<file path="src/rtl/luma_frame_stats.sv">
// RGB to 8-bit luma converter with a 3-stage pipeline.
// Also keeps per-frame luma min/max/sum/count and publishes them once per frame.
module luma_frame_stats #(
   parameter int SUM_W = 27,
   parameter int CNT_W = 20
) (
   input  logic             CLK,
   input  logic             RESET_N,
   input  logic             DI_VALID,
   input  logic             DI_SOF,
   input  logic [7:0]       DI_0,
   input  logic [7:0]       DI_1,
   input  logic [7:0]       DI_2,
   output logic [7:0]       DO_Y,
   output logic             DO_VALID,
   output logic             DO_SOF,
   output logic [7:0]       STAT_MIN,
   output logic [7:0]       STAT_MAX,
   output logic [SUM_W-1:0] STAT_SUM,
   output logic [CNT_W-1:0] STAT_CNT,
   output logic             STAT_VALID
);

   logic [15:0]      prod_r;
   logic [15:0]      prod_g;
   logic [15:0]      prod_b;
   logic             valid1;
   logic             sof1;
   logic [15:0]      sum2;
   logic             valid2;
   logic             sof2;

   logic [7:0]       acc_min;
   logic [7:0]       acc_max;
   logic [SUM_W-1:0] acc_sum;
   logic [CNT_W-1:0] acc_cnt;
   logic             frame_active;

   logic [SUM_W:0]   sum_inc;
   logic [SUM_W-1:0] sum_sat;
   logic [CNT_W-1:0] cnt_sat;

   // Datapath registers also clear on reset so DO_Y stays deterministic.
   always_ff @(posedge CLK) begin
      if (!RESET_N) begin
         prod_r   <= '0;
         prod_g   <= '0;
         prod_b   <= '0;
         valid1   <= 1'b0;
         sof1     <= 1'b0;
         sum2     <= '0;
         valid2   <= 1'b0;
         sof2     <= 1'b0;
         DO_Y     <= '0;
         DO_VALID <= 1'b0;
         DO_SOF   <= 1'b0;
      end else begin
         prod_r   <= 16'(DI_0) * 16'd77;
         prod_g   <= 16'(DI_1) * 16'd150;
         prod_b   <= 16'(DI_2) * 16'd29;
         valid1   <= DI_VALID;
         sof1     <= DI_SOF & DI_VALID;
         sum2     <= prod_r + prod_g + prod_b + 16'd128;
         valid2   <= valid1;
         sof2     <= sof1;
         DO_Y     <= 8'(sum2 >> 8);
         DO_VALID <= valid2;
         DO_SOF   <= sof2;
      end
   end

   always_comb begin
      sum_inc = {1'b0, acc_sum} + (SUM_W+1)'(DO_Y);
      sum_sat = sum_inc[SUM_W] ? '1 : sum_inc[SUM_W-1:0];
      cnt_sat = (&acc_cnt) ? acc_cnt : acc_cnt + CNT_W'(1);
   end

   always_ff @(posedge CLK) begin
      if (!RESET_N) begin
         acc_min      <= '0;
         acc_max      <= '0;
         acc_sum      <= '0;
         acc_cnt      <= '0;
         frame_active <= 1'b0;
         STAT_MIN     <= '0;
         STAT_MAX     <= '0;
         STAT_SUM     <= '0;
         STAT_CNT     <= '0;
         STAT_VALID   <= 1'b0;
      end else begin
         STAT_VALID <= 1'b0;
         if (DO_VALID) begin
            if (DO_SOF) begin
               // The first SOF after reset has no previous frame to publish.
               if (frame_active) begin
                  STAT_MIN   <= acc_min;
                  STAT_MAX   <= acc_max;
                  STAT_SUM   <= acc_sum;
                  STAT_CNT   <= acc_cnt;
                  STAT_VALID <= 1'b1;
               end
               acc_min      <= DO_Y;
               acc_max      <= DO_Y;
               acc_sum      <= SUM_W'(DO_Y);
               acc_cnt      <= CNT_W'(1);
               frame_active <= 1'b1;
            end else if (frame_active) begin
               if (DO_Y < acc_min)
                  acc_min <= DO_Y;
               if (DO_Y > acc_max)
                  acc_max <= DO_Y;
               acc_sum <= sum_sat;
               acc_cnt <= cnt_sat;
            end
         end
      end
   end

endmodule

</file>
<file path="config.mk">
export PLATFORM = sky130hd
export DESIGN_NAME = luma_frame_stats
export DESIGN_NICKNAME = d
export VERILOG_FILES = /design/src/rtl/luma_frame_stats.sv
export SDC_FILE = /design/constraint.sdc
export NUM_CORES = 1
export LEC_CHECK = 0
export ABC_AREA = 1
export CORE_ASPECT_RATIO = 0.75
export CORE_UTILIZATION = 48
export CTS_CLUSTER_DIAMETER = 80
export CTS_CLUSTER_SIZE = 28
export DETAILED_ROUTE_END_ITERATION = 8
export PLACE_DENSITY_LB_ADDON = 0.1
export SLEW_MARGIN = 15
export SYNTH_ARGS = -nofsm -noshare
export SYNTH_HDL_FRONTEND = slang
export SYNTH_SLANG_ARGS = --single-unit
</file>
<file path="constraint.sdc">
create_clock -name CLK -period 3.4 [get_ports CLK]
set_input_delay 0.34 -clock CLK [delete_from_list [all_inputs] [get_ports CLK]]
set_output_delay 0.34 -clock CLK [all_outputs]
set_load 0.05 [all_outputs]
</file>
==> reports/qor.txt <==
Clock power share: 0.278
Overall Global Routing Usage: 0.2509
Met2 GRT Util: 0.3518
Seq/Total Area, Yosys: 0.3068
Worst r2r dst: sum2[14]
Syn avg cell area: 7.325 um^2
Synth Net Count: 1935
Leak: 7.056 nW
Die width: 189.0 um
Seq cells post-synth: 193
Filler cells: 2352
Combinational share of power: 0.405
# IOs: 102
Die Area: 26890 um^2
Antenna violations before repair: 0
Worst path cell trace: clkdlybuf4s50_1 -> ha_1 -> ha_1 -> inv_1 -> fa_1 -> fa_1 -> inv_1 -> ha_4 -> a21oi_2 -> o21ai_1 -> a21oi_1 -> nor2_1 -> nor3_1 -> nor3b_2
Clock skew: 9.929 ps
Clock transition at path regs: 70 ps
Worst hold start: RESET_N
Crit path buffers/inverters: 3
Synth Cell Area: 12590 um^2
Master of the slowest instance on the critical path: fa_1
Wirelength per Cell: 14.83 um
Max Fclk: 311.8 MHz
Largest net degree at the start of global routing: 101
Most frequent cells in the layout: nand2_1 (380), inv_1 (252), dfxtp_1 (192)
Final period utilization: 0.9433
Worst Hold Path EP: acc_cnt[17]
Starting density of the core: 0.4970
DR vias/cell: 5.164
Total iterations of the first detailed-routing run: 5
CP Capture Type: flop
Max Cap Viol: 0
Global placer's final weighted congestion: 0.9131
Clock Sinks: 193
Worst-case clock buffer depth: 2
Top cell type by total area after synthesis: dfxtp_1
Top delay family on crit path: adder cells
Starting DRT DRC Count: 715
Status: finished clean
Crit path kind: in2reg
Slew headroom: 0.2250
Worst EP required: 3690 ps
Post-Route Setup TNS: 0 ps
Root Driver: clkbuf_16
Reg-to-Reg Start: prod_r[9]
Share of layout cells above drive strength 1: 0.07834
Final setup fails: 0
Arrival time worst endpoint: 3500 ps
Reg area: 3865 um^2
Pins over their slew limit: 0
Hold Buf Count CTS: 0
Num CTS Buffers: 17
Die height: 142.3 um
Placed instance count: 2157
Detail Route Antenna Nets: 0
Pwr per Cell Area: 540.3 nW/um^2
DR DRC count: 0
CTS tree: built
Flop-to-flop setup slack: 640 ps
YS warnings: 0
M3 GR Usage: 0.05202
Fin cells: 2189
Worst path max stage delay: 520 ps
Post-DP Area: 14180 um^2
Grt total ovfl: 0
Row count: 50
Seq pwr share: 0.317
Yosys top cell area share: 0.3068
Area occupied by multi-input gates: 7550 um^2
Post-CTS Resized: 0
# H-tree levels: 4
Internal power: 4.996 mW
R2r worst-path depth: 11
Net Sw Frac: 0.3787
IO Port Bufs: 101
Hold WC Path Type: in2reg
Slew at the pin closest to its max-slew limit: 1162 ps
Hold path depth: 5
Placeable core area: 25340 um^2
Final setup margin: 192.8 ps
Area growth from synthesis to layout: 18.17%
Vias in the first global route: 10530
Detailed Route WL: 32460 um
Top Usage Layer GRT: met1
Post-synthesis cell type count: 45
VDD IR max: 0.4266 mV
First-pass GRT wire length: 53940 um
GR Util met1: 0.3845
Via count: 11300
Critical Path Fanout Max: 4
Mapped Cells: 1719
Min Tclk post-route: 3207 ps
DP Worst Slack: -419.4 ps
Worst skew pair latency: 450 ps
Setup Fix Bufs, Post-CTS: 0
Commonest non-fill, non-tap cell in the layout: nand2_1
Final Hold Fails: 0
HPWL Detailed: 24070 um
Ant diodes: 0
Switching power: 3.045 mW
Number of nets in the layout: 2054
Startpoint types: input pin
Final instance area: 14880 um^2
Synth area leaders: dfxtp_1 (31%), ha_1 (15%), nand2_1 (11%)
Hold_ws: 386.0 ps
## metrics by stage
step | total power [mW] | utilization
finish | 8.040 | 0.5873
global route | 8.656 | 0.5873
CTS | 7.992 | 0.5852
detailed placement | 5.714 | 0.5597
global placement | 5.693 | 0.5597
floorplan | 4.789 | -
## registers in the layout, summed over array words and instances (netlist names), 13 cells and up
| signal | count |
|---|---|
| STAT_CNT | 20 |
| acc_cnt | 20 |
| STAT_SUM | 27 |
| prod_g | 15 |
| prod_r | 15 |
| prod_b | 13 |
| acc_sum | 27 |
## cell type report
class / instances / area share
inverter: 259 / 0.06558
clock inverter: 15 / 0.01497
tap: 338 / 0.02842
sequential: 193 / 0.2597
timing repair buffer: 156 / 0.09535
multi-input combinational: 1211 / 0.5074
clock buffer: 17 / 0.02859
## synth_stat cells (all sizes together)
master,number
o311ai,1
xor2,10
clkbuf,38
a221oi,2
nand2,389
a211oi,4
nand3b,8
nor3b,1
o211ai,4
buf,18
or2,2
o21a,2
a21o,6
nor3,17
xnor2,5
and2,2
nor2,117
o31ai,1
a41oi,1
ha,149
o21bai,11
and3,1
fa,39
a31oi,4
dfxtp,193
a21boi,2
nand3,151
nand4,21
a21oi,192
o21ai,69
inv,259
## power by group through the flow
| stage | logic (mW) | clock network (mW) | registers, mW |
|---|---|---|---|
| 4_1_cts | 3.18 | 2.27 | 2.54 |
| 3_3_place_gp | 3.10 | 0 | 2.59 |
| 3_5_place_dp | 3.12 | 0 | 2.60 |
| 2_1_floorplan | 2.15 | 0 | 2.64 |
| 5_1_grt | 3.73 | 2.37 | 2.56 |
| 6_report | 3.26 | 2.24 | 2.55 |
## routing by layer
metal | wire length, um | vias to the layer above | part of all wire
li1 | - | 5832 | -
met1 | 17520 | 5149 | 0.54
met2 | 12450 | 288 | 0.38
met3 | 2083 | 34 | 0.064
met4 | 403 | 0 | 0.012
met5 | 0 | - | 0
## how the worst max path moves through the flow
stage	from	to	slack [ps]	cells past startpoint
6_report	DI_0[4]	prod_r[10]	190	14
5_1_grt	DI_2[3]	prod_b[8]	-10	15
4_1_cts	DI_0[4]	prod_r[10]	50	14
3_5_place_dp	DI_0[4]	prod_r[10]	-420	15
3_3_place_gp	DI_0[4]	prod_r[10]	-320	14
2_1_floorplan	DI_0[4]	prod_r[10]	250	13
## cell families after synthesis
logic type	count (synthesis)	synth area share
xor+xnor	15	0.01043
compound gates	299	0.1288
simple gates	709	0.2459
buf+inv	315	0.09797
flops	193	0.3068
fa+ha+maj	188	0.2101
## worst min-delay path: stages
cell and delay (ps):
buf_2 110, clkinv_2 40, nor2_1 150, nand2_1 110, nor2_1 30
(Power assumes the default switching activity.)
